`config.mk`:
```
export PLATFORM = sky130hd
export DESIGN_NAME = lc3b_inst_encoder
export DESIGN_NICKNAME = d
export VERILOG_FILES = /design/src/rtl/lc3b_types.sv /design/src/rtl/lc3b_inst_pack.sv /design/src/rtl/lc3b_inst_encoder.sv
export SDC_FILE = /design/constraint.sdc
export NUM_CORES = 1
export LEC_CHECK = 0
export ABC_CLOCK_PERIOD_IN_PS = 2100
export CAP_MARGIN = 40
export CORE_ASPECT_RATIO = 0.8
export CORE_MARGIN = 1.5
export CORE_UTILIZATION = 48
export CTS_CLUSTER_SIZE = 10
export DETAILED_ROUTE_END_ITERATION = 12
export HOLD_SLACK_MARGIN = 0.08
export PLACE_DENSITY = 0.79
export SETUP_SLACK_MARGIN = 0.4
export SLEW_MARGIN = 0
export SYNTH_ARGS = -nofsm -noshare
export SYNTH_HDL_FRONTEND = slang
export SYNTH_HIERARCHICAL = 1
export SYNTH_SLANG_ARGS = --single-unit
```
`constraint.sdc`:
```
create_clock -name clk -period 2.1 [get_ports clk]
set_input_delay 0.42 -clock clk [delete_from_list [all_inputs] [get_ports clk]]
set_output_delay 0.42 -clock clk [all_outputs]
set_load 0.02 [all_outputs]
```
`src/rtl/lc3b_types.sv`:
```
// Shared LC-3b types: opcode enum, field typedefs and encoding constants.
package lc3b_types;

  typedef logic [15:0] lc3b_word;
  typedef logic [2:0]  lc3b_reg;
  typedef logic [5:0]  lc3b_offset6;
  typedef logic [8:0]  lc3b_offset9;
  typedef logic [10:0] lc3b_offset11;
  typedef logic [4:0]  lc3b_imm5;
  typedef logic [3:0]  lc3b_imm4;
  typedef logic [7:0]  lc3b_trapvect8;

  typedef enum logic [3:0] {
    op_br   = 4'b0000,
    op_add  = 4'b0001,
    op_ldb  = 4'b0010,
    op_stb  = 4'b0011,
    op_jsr  = 4'b0100,
    op_and  = 4'b0101,
    op_ldr  = 4'b0110,
    op_str  = 4'b0111,
    op_rti  = 4'b1000,
    op_not  = 4'b1001,
    op_ldi  = 4'b1010,
    op_sti  = 4'b1011,
    op_jmp  = 4'b1100,
    op_shf  = 4'b1101,
    op_lea  = 4'b1110,
    op_trap = 4'b1111
  } lc3b_opcode;

  localparam logic [5:0] NOT_IMM6 = 6'h3F;
  localparam lc3b_word   RTI_WORD = 16'h8000;

endpackage

```
`src/rtl/lc3b_inst_pack.sv`:
```
// Combinational encoder: decoded LC-3b fields -> 16-bit instruction word.
module lc3b_inst_pack
  import lc3b_types::*;
(
  input  lc3b_opcode    opcode,
  input  lc3b_reg       dest,
  input  lc3b_reg       src1,
  input  lc3b_reg       src2,
  input  lc3b_offset6   offset6,
  input  lc3b_offset9   offset9,
  input  lc3b_offset11  offset11,
  input  lc3b_imm5      imm5,
  input  lc3b_imm4      imm4,
  input  lc3b_trapvect8 trapvect8,
  input  logic          immOrA_bit,
  input  logic          jsr_bit,
  input  logic          D_bit,
  output lc3b_word      word
);

  always_comb begin
    word = '0;
    unique case (opcode)
      op_br, op_lea: word = {opcode, dest, offset9};
      op_add, op_and: begin
        if (immOrA_bit) word = {opcode, dest, src1, 1'b1, imm5};
        else            word = {opcode, dest, src1, 1'b0, 2'b00, src2};
      end
      op_not: word = {opcode, dest, src1, NOT_IMM6};
      op_ldb, op_stb, op_ldr, op_str, op_ldi, op_sti: word = {opcode, dest, src1, offset6};
      op_jmp: word = {opcode, 3'b000, src1, 6'b000000};
      op_jsr: begin
        if (jsr_bit) word = {opcode, 1'b1, offset11};
        else         word = {opcode, 1'b0, 2'b00, src1, 6'b000000};
      end
      op_shf:  word = {opcode, dest, src1, immOrA_bit, D_bit, imm4};
      op_trap: word = {opcode, 4'b0000, trapvect8};
      op_rti:  word = RTI_WORD;
    endcase
  end

endmodule

```
`src/rtl/lc3b_inst_encoder.sv`:
```
// Encodes LC-3b field sets into words, buffers them and writes them sequentially to memory.
// Optional INST_ENC_CHECK_EN rejects RTI and malformed register-mode ADD/AND with an enc_err pulse.
module lc3b_inst_encoder
  import lc3b_types::*;
#(
  parameter int unsigned FIFO_DEPTH = 2
) (
  input  logic        clk,
  input  logic        rst,
  input  logic        base_load,
  input  logic [15:0] base_addr,
  input  logic        req_valid,
  output logic        req_ready,
  input  logic [3:0]  opcode,
  input  logic [2:0]  dest,
  input  logic [2:0]  src1,
  input  logic [2:0]  src2,
  input  logic [5:0]  offset6,
  input  logic [8:0]  offset9,
  input  logic [10:0] offset11,
  input  logic [4:0]  imm5,
  input  logic [3:0]  imm4,
  input  logic [7:0]  trapvect8,
  input  logic        immOrA_bit,
  input  logic        jsr_bit,
  input  logic        D_bit,
  output logic [15:0] mem_address,
  output logic [15:0] mem_wdata,
  output logic        mem_write,
  output logic [1:0]  mem_byte_enable,
  input  logic        mem_resp,
  output logic        busy,
  output logic [15:0] words_written,
  output logic        enc_err
);

  localparam int unsigned PtrW = $clog2(FIFO_DEPTH);
  localparam int unsigned CntW = PtrW + 1;

  typedef enum logic {StIdle, StWrite} state_e;

  state_e          state_q, state_d;
  lc3b_word        fifo_q [FIFO_DEPTH];
  logic [PtrW-1:0] rd_ptr_q, wr_ptr_q;
  logic [CntW-1:0] count_q, count_d;
  lc3b_word        addr_q, addr_d;
  lc3b_word        wdata_q, wdata_d;
  lc3b_word        words_q, words_d;
  lc3b_word        enc_word;
  logic            accept, push, pop, bad, fifo_empty;

  lc3b_inst_pack u_pack (
    .opcode    (lc3b_opcode'(opcode)),
    .dest      (dest),
    .src1      (src1),
    .src2      (src2),
    .offset6   (offset6),
    .offset9   (offset9),
    .offset11  (offset11),
    .imm5      (imm5),
    .imm4      (imm4),
    .trapvect8 (trapvect8),
    .immOrA_bit(immOrA_bit),
    .jsr_bit   (jsr_bit),
    .D_bit     (D_bit),
    .word      (enc_word)
  );

`ifdef INST_ENC_CHECK_EN
  logic enc_err_q;
  assign bad = (opcode == op_rti) ||
               (((opcode == op_add) || (opcode == op_and)) && !immOrA_bit && (imm5[4:3] != 2'b00));
  always_ff @(posedge clk) begin
    if (rst) enc_err_q <= 1'b0;
    else     enc_err_q <= accept && bad;
  end
  assign enc_err = enc_err_q;
`else
  assign bad     = 1'b0;
  assign enc_err = 1'b0;
`endif

  assign fifo_empty = (count_q == '0);
  assign req_ready  = (count_q != CntW'(FIFO_DEPTH));
  assign accept     = req_valid && req_ready;
  assign push       = accept && !bad;
  assign pop        = (state_q == StWrite) && mem_resp;
  assign busy       = !fifo_empty || (state_q != StIdle);

  always_comb begin
    state_d = state_q;
    wdata_d = wdata_q;
    addr_d  = addr_q;
    words_d = words_q;
    count_d = count_q + CntW'(push) - CntW'(pop);
    unique case (state_q)
      StIdle: begin
        // An accept into an empty buffer starts the write on the same edge.
        if (!fifo_empty || push) begin
          state_d = StWrite;
          wdata_d = fifo_empty ? enc_word : fifo_q[rd_ptr_q];
        end
        if (base_load && !busy) addr_d = {base_addr[15:1], 1'b0};
      end
      StWrite: begin
        if (mem_resp) begin
          state_d = StIdle;
          addr_d  = addr_q + 16'd2;
          words_d = words_q + 16'd1;
        end
      end
    endcase
  end

  always_ff @(posedge clk) begin
    if (rst) begin
      state_q  <= StIdle;
      rd_ptr_q <= '0;
      wr_ptr_q <= '0;
      count_q  <= '0;
      addr_q   <= '0;
      wdata_q  <= '0;
      words_q  <= '0;
    end else begin
      state_q  <= state_d;
      count_q  <= count_d;
      addr_q   <= addr_d;
      wdata_q  <= wdata_d;
      words_q  <= words_d;
      if (push) wr_ptr_q <= wr_ptr_q + 1'b1;
      if (pop)  rd_ptr_q <= rd_ptr_q + 1'b1;
    end
  end

  always_ff @(posedge clk) begin
    if (push) fifo_q[wr_ptr_q] <= enc_word;
  end

  assign mem_write       = (state_q == StWrite);
  assign mem_byte_enable = mem_write ? 2'b11 : 2'b00;
  assign mem_address     = addr_q;
  assign mem_wdata       = wdata_q;
  assign words_written   = words_q;

endmodule

```
==> results.md, run 1 <==
- # fillers: 615
- Largest stage delay, worst path: 0.39 ns
- Post-synth EDFFs: 32
- Max Freq: between 0.5 and 0.6 GHz
- FF-to-FF path depth: 4
- Top FF cell, synth: dfxtp_1
- I/O Buffers: 130
- CTS Sinks: 85
- Endpoint, Worst Hold: mem_wdata[9]$_SDFFE_PP0P_
- CP max stage cell: or3_4
- Setup Viol. Count Final: 0
- Clock power frac: 0.259
- Final ANT Viol Nets: 0
- Distinct cells, synth: 68
- Seq. cell area: around 2000 µm²
- Cell area after synthesis: 4550 µm²
- Height of the die: 90.1 µm
- Yosys warnings: 6
- Least-Margin Pin Slew: about 0.68 ns
- Required time of the worst setup path: 1.68 ns
- Seq/Total Area, Yosys: 0.444
- Sw Pwr: 2.02 mW
- Final instance area: 6850 µm²
- First-pass GRT wire length: around 21,000 µm
- Capturing element type of the critical path: primary output
- Initial antenna violation count: 0
- Comb power frac: 0.362
- Share of cells above drive strength 1: 0.251
- DR iter-0 viols: 357
- Cells after DPL: ~750
- Avg WL per Cell: roughly 17 µm
- Cts hold-fix bufs: 0
- RSZ-0062 raised after global routing: yes
- Via-per-instance ratio: 5.77
- Max-Cap Viols: 0
- CTS H-tree lvls: 3
- Clock latency on the worst-skew pair: around 0.34 ns
- Initial Util: 0.500
- Die Area: a little over 10,000 µm²
- Clk slew on worst S/H paths: roughly 0.06 ns
- Number of global-route vias before repair: 4,421
- Pwr dens: between 800 and 900 nW/µm²
- CTS tree: done
- Ys async rst share: 0
- DR vias: approximately 4,500
- Average size of a mapped cell: about 9.2 µm²
- Status: complete, no violations
- Startpoint types: flip-flop
- Die Wd: ~110 µm
- Reg-to-Reg End: mem_address[12]$_SDFFE_PP0P_
- P_int: between 3 and 4 mW
- Period Utilization, post-route: 0.795
- Area of the multi-input gates: roughly 2500 µm²
- Tot Pwr: approximately 5.9 mW
- Arrival @ worst endpoint: between 1 and 1.5 ns
- Final GP Congestion: between 0.8 and 0.9
- Hold path depth: 2
- Final hold vios: 0
- Cell Area, Placed: about 6200 µm²
- Gr usage total: 0.263
- Worst-path cell chain: or3_4 > buf_4
- Overflow after GRT: 0
- HPWL after detailed placement: 9100 µm
- R2R setup slack: ~0.46 ns
- Area Growth Syn to Fin: 50.5%
- DRC violations left: 0
- Sw Ratio: 0.340
- I/O pin cnt: about 130
- Slew Viols, Final: 0
- Total routed wirelength: between 10,000 and 15,000 µm
- Diode count: 0
- Core region area: approximately 9000 µm²
- Drt first pass iters: 5
- Clock Skew: 0.00526 ns
- Slew Limit Headroom: 0.547
- Synth Register Bits: 85
- Mapped Cells: between 400 and 500
- Root Driver: clkbuf_16
- Final Critical Period: between 1.5 and 2 ns
- Fin nets: 751
- Fin cells: 787
- Reg power frac: 0.378
- Layout Utilization: 0.752
- Crit path kind: reg2out
- Hold_sp: mem_wdata[9]$_SDFFE_PP0P_
- Hold Crit Class: reg2reg
- Clock buffer depth: 2
- Largest net degree at the start of global routing: 35
- Worst r2r src: mem_address[6]$_SDFFE_PP0P_
- Worst vdd ir: 848 µV
- Num rows: 31
- P_leak: about 2.8 nW
- TritonCTS buffer count: 9
- CP max FO: 4
[layout by cell type, fill, tap and decap left out, types with 14 or more instances in the layout]
cell,count
a21oi_1,35
buf_4,66
edfxtp_1,32
clkdlybuf4s50_1,69
a21oi_2,14
nand3_1,19
mux2i_1,23
a211o_1,17
nand2_1,45
nor2_1,52
dfxtp_1,43
dlygate4sd2_1,50
[metal layers]
metal | share of wire | GRT usage | wire (µm)
met2 | 0.49 | 0.440 | 6790
met4 | 0.031 | 0.103 | 425
met1 | 0.43 | 0.329 | 5840
met5 | 0 | 0 | 0
met3 | 0.049 | 0.0614 | 675
[stage by stage]
| step | worst slack [ns] | setup TNS (ns) | hold slack (ns) |
|---|---|---|---|
| after floorplan | 0.321 | 0 | 0.481 |
| after global placement | -0.345 | -5.54 | 0.442 |
| after detailed placement | -0.391 | -7.25 | 0.449 |
| after CTS | 0.400 | 0 | 0.458 |
| after global routing | 0.379 | 0 | 0.473 |
| final | 0.431 | 0 | 0.452 |
[flip-flops by register name, indices dropped and copies added, names as in the netlist, named ones only]
signal and cells:
words_written 16, mem_write 1, rd_ptr_q 1, mem_wdata 16, fifo_q 32, count_q 2
wr_ptr_q 1, mem_address 15
[power by group through the flow]
stage	clock (mW)	combinational (mW)	sequential [mW]
after floorplan	0	1.04	2.40
after global placement	0	2.01	2.26
after detailed placement	0	2.07	2.27
after CTS	1.56	2.04	2.23
after global routing	1.63	2.30	2.27
final	1.54	2.15	2.25
[critical path: cells and delay by family, from the launching register on]
kind	cells	cell delay [ns]
buf+inv	1	0.16
simple gates	1	0.39
flops	1	0.36
[how the worst max path moves through the flow]
stage | endpoint | start | depth (start not counted)
after CTS | mem_wdata[3]$_SDFFE_PP0P_ | imm4[3] | 7
after global routing | mem_wdata[0]$_SDFFE_PP0P_ | opcode[1] | 9
after floorplan | mem_wdata[6]$_SDFFE_PP0P_ | opcode[0] | 8
after global placement | mem_wdata[7]$_SDFFE_PP0P_ | opcode[0] | 8
final | busy | mem_write$_SDFF_PP0_ | 2
after detailed placement | mem_wdata[6]$_SDFFE_PP0P_ | opcode[0] | 8
[Yosys cell counts, drive strengths merged (3+ instances only)]
master   n  share of area
xnor2    9          0.017
or3     10          0.014
xor2     5         0.0096
mux2     5          0.013
nand4   10          0.017
o21bai   7          0.012
nand3   21          0.023
mux2i   24          0.053
nor4     7          0.018
and3     4         0.0055
or2      3         0.0041
a221oi   3         0.0058
a211o   17          0.033
nor2    54          0.045
nand2b   7         0.0096
a21o     4         0.0069
dfxtp   53           0.23
a21oi   49          0.054
nor3    10          0.013
a31oi   10          0.014
o22ai    4         0.0055
edfxtp  32           0.21
buf     24          0.034
nor2b    6         0.0082
nand2   47          0.039
o21ai    8         0.0088
ha       4          0.011
clkbuf  16          0.013
inv      9         0.0074
[timing repair]
item | CTS | global route
cloned | 1 | 0
setup buffers | 11 | 6
endpoints found under the setup margin | 102 | 38
pin swaps | 22 | 33
resized for setup | 96 | 43
[logic make-up after synthesis]
| logic type | Yosys count | share of synthesized area |
|---|---|---|
| and+or+nand+nor | 190 | 0.221 |
| AOI/OAI and AO/OA | 120 | 0.174 |
| DFF | 85 | 0.444 |
| buffers and inverters | 50 | 0.0569 |
| muxes | 29 | 0.0660 |
| xor gates and xnor gates | 14 | 0.0269 |
| adders and majority gates | 4 | 0.0110 |
| other | 1 | 0.000824 |
[layout make-up]
| type | count | area share |
|---|---|---|
| Sequential cell | 85 | 0.297 |
| Inverter | 9 | 0.00493 |
| Clock inverter | 5 | 0.00767 |
| Clock buffer | 11 | 0.0340 |
| Tap cell | 115 | 0.0210 |
| Multi-Input combinational cell | 360 | 0.369 |
| Timing Repair Buffer | 202 | 0.266 |
Power figures use the tool's default switching activity.
==> run 2: changes to the inputs <==
--- a/config.mk
+++ b/config.mk
@@ -5,15 +5,15 @@
 export SDC_FILE = /design/constraint.sdc
 export NUM_CORES = 1
 export LEC_CHECK = 0
-export ABC_CLOCK_PERIOD_IN_PS = 2100
+export ABC_CLOCK_PERIOD_IN_PS = 1500
 export CAP_MARGIN = 40
 export CORE_ASPECT_RATIO = 0.8
 export CORE_MARGIN = 1.5
-export CORE_UTILIZATION = 48
+export CORE_UTILIZATION = 43
 export CTS_CLUSTER_SIZE = 10
 export DETAILED_ROUTE_END_ITERATION = 12
 export HOLD_SLACK_MARGIN = 0.08
-export PLACE_DENSITY = 0.79
+export PLACE_DENSITY = 0.75
 export SETUP_SLACK_MARGIN = 0.4
 export SLEW_MARGIN = 0
 export SYNTH_ARGS = -nofsm -noshare
==> constraint.sdc (replaced) <==
create_clock -name clk -period 1.5 [get_ports clk]
set_input_delay 0.3 -clock clk [delete_from_list [all_inputs] [get_ports clk]]
set_output_delay 0.3 -clock clk [all_outputs]
set_load 0.02 [all_outputs]
==> results.md, run 2 (synthesis results as in run 1) <==
- Status: finished, violations left
- Violated checks: negative setup slack
- Required time of the worst setup path: between 1.5 and 2 ns
- Final ANT Viol Nets: 0
- Clock buffer depth: 2
- CP max stage cell: nor4_4
- CTS Sinks: 85
- Diode count: 0
- Max Freq: about 0.59 GHz
- HPWL after detailed placement: 9590 µm
- Final Critical Period: approximately 1.7 ns
- Fin nets: 863
- Layout Utilization: 0.880
- Largest stage delay, worst path: roughly 0.40 ns
- Core region area: about 10,000 µm²
- Initial antenna violation count: 0
- DR vias: slightly below 6,000
- Clock Skew: around 0.015 ns
- Max reg flops: 32
- TritonCTS buffer count: 9
- P_leak: 3.72 nW
- Worst-path cell chain: nand4_1 > buf_6 > nor4_4 > nand3_1 > mux2_4
- Die Wd: approximately 120 µm
- CP max FO: 3
- Worst vdd ir: around 850 µV
- RSZ-0062 raised after global routing: yes
- Hold Crit Class: in2reg
- Capturing element type of the critical path: flip-flop
- Number of global-route vias before repair: approximately 5,500
- M3 GR Usage: 0.0772
- Final setup margin: -0.208 ns
- Setup Viol. Count Final: 27
- Total routed wirelength: about 24,000 µm
- Least-Margin Pin Slew: just under 0.7 ns
- First-pass GRT wire length: a little under 30,000 µm
- Area Growth Syn to Fin: 98.8%
- Cts hold-fix bufs: 0
- Startpoint types: flip-flop
- Crit path kind: reg2reg
- Slew Limit Headroom: 0.546
- Arrival @ worst endpoint: just under 2 ns
- # fillers: 380
- Clock latency on the worst-skew pair: between 0.3 and 0.4 ns
- Largest net degree at the start of global routing: 33
- Top Usage Layer GRT: met2
- I/O Buffers: 130
- Met1 Use GR: 0.399
- Period Utilization, post-route: 1.14
- I/O pin cnt: between 100 and 150
- Drt first pass iters: 5
- Clk slew on worst S/H paths: around 0.07 ns
- Setup TNS Final: -1.78 ns
- Final hold vios: 0
- Most flops, register: fifo_q
- CTS tree: done
- Max-Cap Viols: 0
- Leading cell types in the layout, fill and taps excluded: 125 x buf_6, 94 x buf_4, 59 x clkdlybuf4s50_1, 41 x nor2_1, 34 x nand2_1
- CTS H-tree lvls: 3
- DRC violations left: 0
- Pwr dens: 1200 nW/µm²
- Initial Util: 0.443
- Via-per-instance ratio: roughly 6.3
- Avg WL per Cell: 25.5 µm
- Root Driver: clkbuf_16
- Num rows: 33
- Final GP Congestion: 0.876
- Slew Viols, Final: 0
- Overflow after GRT: 0
- Gr usage total: 0.339
- Most common cell after layout, fill and taps aside: buf_6
- Height of the die: about 95 µm
- Met2 GRT Util: 0.587
- Share of cells above drive strength 1: 0.582
- DR iter-0 viols: around 570
- Die Area: roughly 11,000 µm²
## run 2: final cells by class
class | count | area, µm² | area share
timing repair buffer | 313 | 3250 | 0.359
multi-input combinational | 361 | 3130 | 0.346
sequential | 85 | 2160 | 0.239
clock buffer | 14 | 275 | 0.0304
tap | 140 | 175 | 0.0194
inverter | 9 | 51.3 | 0.00567
clock inverter | 2 | 16.3 | 0.00180
## run 2: what timing repair did
action                     CTS  global route
resized for setup          530           103
pin swaps                   94            76
cloned                       7             0
setup endpoints to repair  160           161
hold endpoints to repair     0             0
setup buffers               79            31
## run 2: report_power, final
| part | internal (mW) | total [mW] | switching, mW |
|---|---|---|---|
| Clock | 1.28 | 2.32 | 1.04 |
| Combinational | 2.66 | 5.22 | 2.56 |
| Sequential | 2.88 | 3.33 | 0.444 |
## run 2: final timing paths
| kind | start | to | slack [ns] | cells after the start |
|---|---|---|---|---|
| worst min register to register | mem_wdata[11]$_SDFFE_PP0P_ | mem_wdata[11]$_SDFFE_PP0P_ | 0.48 | 2 |
| worst min-delay path | opcode[3] | fifo_q[1][15]$_DFFE_PP_ | 0.38 | 3 |
| worst max register to register | words_written[8]$_SDFFE_PP0P_ | words_written[13]$_SDFFE_PP0P_ | -0.21 | 5 |
| worst max-delay path | words_written[8]$_SDFFE_PP0P_ | words_written[13]$_SDFFE_PP0P_ | -0.21 | 5 |
## run 2: stage by stage
step                      area [µm²]  power (mW)  cells  setup WS [ns]  hold WS, ns
final                           9050        10.9    924         -0.208        0.382
after detailed placement        6650        6.47    791         -0.888        0.450
after CTS                       8390        9.71    893        -0.0400        0.364
after global routing            9050        11.1    924         -0.236        0.379
after floorplan                 4940        5.13    494         -0.157        0.463
after global placement          6650        6.36    791         -0.756        0.439
## run 2: worst max-delay path, delay by kind of cell (launching register included)
kind | cells | cell delay (ns)
and+or+nand+nor | 3 | 0.74
DFF | 1 | 0.36
muxes | 1 | 0.33
buffers and inverters | 1 | 0.16
## run 2: routing by layer
layer	up-vias	share of wire	routed length, µm
li1	2375	-	-
met1	2787	0.36	8490
met2	509	0.48	11300
met3	160	0.093	2200
met4	0	0.069	1630
met5	-	0	0
==> run 3: changes to the inputs <==
--- a/config.mk
+++ b/config.mk
@@ -7,11 +7,11 @@
 export LEC_CHECK = 0
 export ABC_CLOCK_PERIOD_IN_PS = 1500
 export CAP_MARGIN = 40
-export CORE_ASPECT_RATIO = 0.8
 export CORE_MARGIN = 1.5
 export CORE_UTILIZATION = 43
 export CTS_CLUSTER_SIZE = 10
 export DETAILED_ROUTE_END_ITERATION = 12
+export GPL_ROUTABILITY_DRIVEN = 1
 export HOLD_SLACK_MARGIN = 0.08
 export PLACE_DENSITY = 0.75
 export SETUP_SLACK_MARGIN = 0.4
==> results.md, run 3 (synthesis results as in run 1) <==
- Diode count: 0
- Die Wd: approximately 110 µm
- Least-Margin Pin Slew: between 0.5 and 0.6 ns
- Root Driver: clkbuf_8
- Worst-path cell chain: nand4_1 > nor4_2 > mux2_2 > a31oi_1
- CP max FO: 5
- Num rows: 37
- Period Utilization, post-route: 1.09
- CP max stage cell: dfxtp_4
- Core region area: between 10,000 and 15,000 µm²
- P_int: 6.20 mW
- Comb power frac: 0.505
- CP bufs+invs: 0
- CP delay by family, top: simple AND/OR/NAND/NOR gates
- Slew Limit Headroom: 0.659
- P_leak: between 3 and 4 nW
- Clock latency on the worst-skew pair: between 0.3 and 0.4 ns
- Initial antenna violation count: 0
- Fin cells: around 880
- Reg power frac: 0.328
- First-pass GRT wire length: around 25,000 µm
- Cell Area, Placed: between 6000 and 7000 µm²
- TritonCTS buffer count: 9
- Violated checks: negative setup slack
- Gr usage total: 0.282
- DRC violations left: 0
- HPWL after detailed placement: 9530 µm
- Setup Viol. Count Final: 31
- Cts hold-fix bufs: 0
- CTS H-tree lvls: 3
- Sw Ratio: 0.383
- Number of global-route vias before repair: 5,028
- Clock Skew: roughly 0.022 ns
- Final instance area: roughly 8600 µm²
- Leading cell types in the layout, fill and taps excluded: 111 x buf_6, 70 x buf_4, 50 x clkdlybuf4s50_1, 47 x nor2_1, 33 x a21oi_2
- Largest net degree at the start of global routing: 33
- Final ANT Viol Nets: 0
- CTS Sinks: 85
- Share of cells above drive strength 1: 0.557
- Capturing element type of the critical path: flip-flop
- Sw Pwr: a little under 4 mW
- Largest stage delay, worst path: slightly above 0.4 ns
- Final GP Congestion: 0.870
- Avg WL per Cell: about 22 µm
- DR vias: about 5,300
- Pwr dens: about 1200 nW/µm²
- Startpoint types: flip-flop
- Die Area: ~11,000 µm²
- Drt first pass iters: 5
- Fin nets: 827
- Total routed wirelength: 19,900 µm
- CTS tree: done
- Place WS: -0.863 ns
- Max Freq: a little over 0.6 GHz
- Clock power frac: 0.167
- Slew Viols, Final: 0
- Clk slew on worst S/H paths: around 0.11 ns
- Cells after DPL: 788
- Hold Crit Class: in2reg
- Height of the die: 106 µm
- Max-Cap Viols: 0
- Overflow after GRT: 0
- I/O Buffers: between 100 and 150
- DR iter-0 viols: 550
- Required time of the worst setup path: 1.79 ns
- Crit path kind: reg2reg
- Area Growth Syn to Fin: 89.1%
- Max reg flops: 32
- Final Critical Period: 1.63 ns
- Worst vdd ir: between 900 and 1000 µV
- Via-per-instance ratio: 6.03
- I/O pin cnt: ~130
- Final hold vios: 0
- Clock buffer depth: 2
- Final setup margin: -0.130 ns
- Initial Util: 0.443
- RSZ-0062 raised after global routing: yes
- Most common cell after layout, fill and taps aside: buf_6
- Status: finished, violations left
- Arrival @ worst endpoint: 1.92 ns
- Most flops, register: fifo_q
-- run 3: worst register-to-register path: stages (launching register included) --
cell and delay (ns):
dfxtp_4 0.41, nand4_1 0.23, nor4_2 0.39, mux2_2 0.38, a31oi_1 0.13
-- run 3: cell type report --
class,count,area (µm²)
clock buffers,9,124
well taps,136,170
multi-input cells,361,3090
repair buffers,277,2950
fillers,506,1670
clock inverters,7,78.8
flip-flops and latches,85,2150
inverters,9,43.8
-- run 3: worst paths after layout --
| kind | start | to | slack (ns) | depth (start not counted) |
|---|---|---|---|---|
| max | mem_address[12]$_SDFFE_PP0P_ | mem_address[15]$_SDFFE_PP0P_ | -0.13 | 4 |
| min reg2reg | mem_wdata[10]$_SDFFE_PP0P_ | mem_wdata[10]$_SDFFE_PP0P_ | 0.47 | 2 |
| max reg2reg | mem_address[12]$_SDFFE_PP0P_ | mem_address[15]$_SDFFE_PP0P_ | -0.13 | 4 |
| min | rst | words_written[11]$_SDFFE_PP0P_ | 0.36 | 2 |
-- run 3: power by group through the flow --
stage          Sequential (mW)  Clock (mW)  Combinational, mW
2_1_floorplan             3.41           0               1.72
3_3_place_gp              3.19           0               3.18
3_5_place_dp              3.21           0               3.23
4_1_cts                   3.21        1.65               3.93
5_1_grt                   3.32        1.78               5.26
6_report                  3.29        1.68               5.07
-- run 3: timing repair --
item / 4_1_cts / 5_1_grt
cloned: 5 / 2
setup buffers: 39 / 34
gates resized for setup: 475 / 132
endpoints found under the setup margin: 161 / 159
pin swaps: 61 / 74
-- run 3: per-layer routing --
layer / part of all wire / routed length (µm) / track usage
met1: 0.37 / 7380 / 0.332
met2: 0.52 / 10200 / 0.504
met3: 0.056 / 1110 / 0.0405
met4: 0.057 / 1130 / 0.131
met5: 0 / 0 / 0
-- run 3: metrics by stage --
stage	hold slack [ns]	util	total power [mW]	setup TNS, ns
CTS	0.322	0.757	8.80	-0.533
floorplan	0.463	-	5.13	-0.605
global placement	0.438	0.646	6.36	-37.68
finish	0.363	0.838	10.0	-1.71
detailed placement	0.447	0.646	6.43	-40.11
global route	0.381	0.838	10.4	-2.96
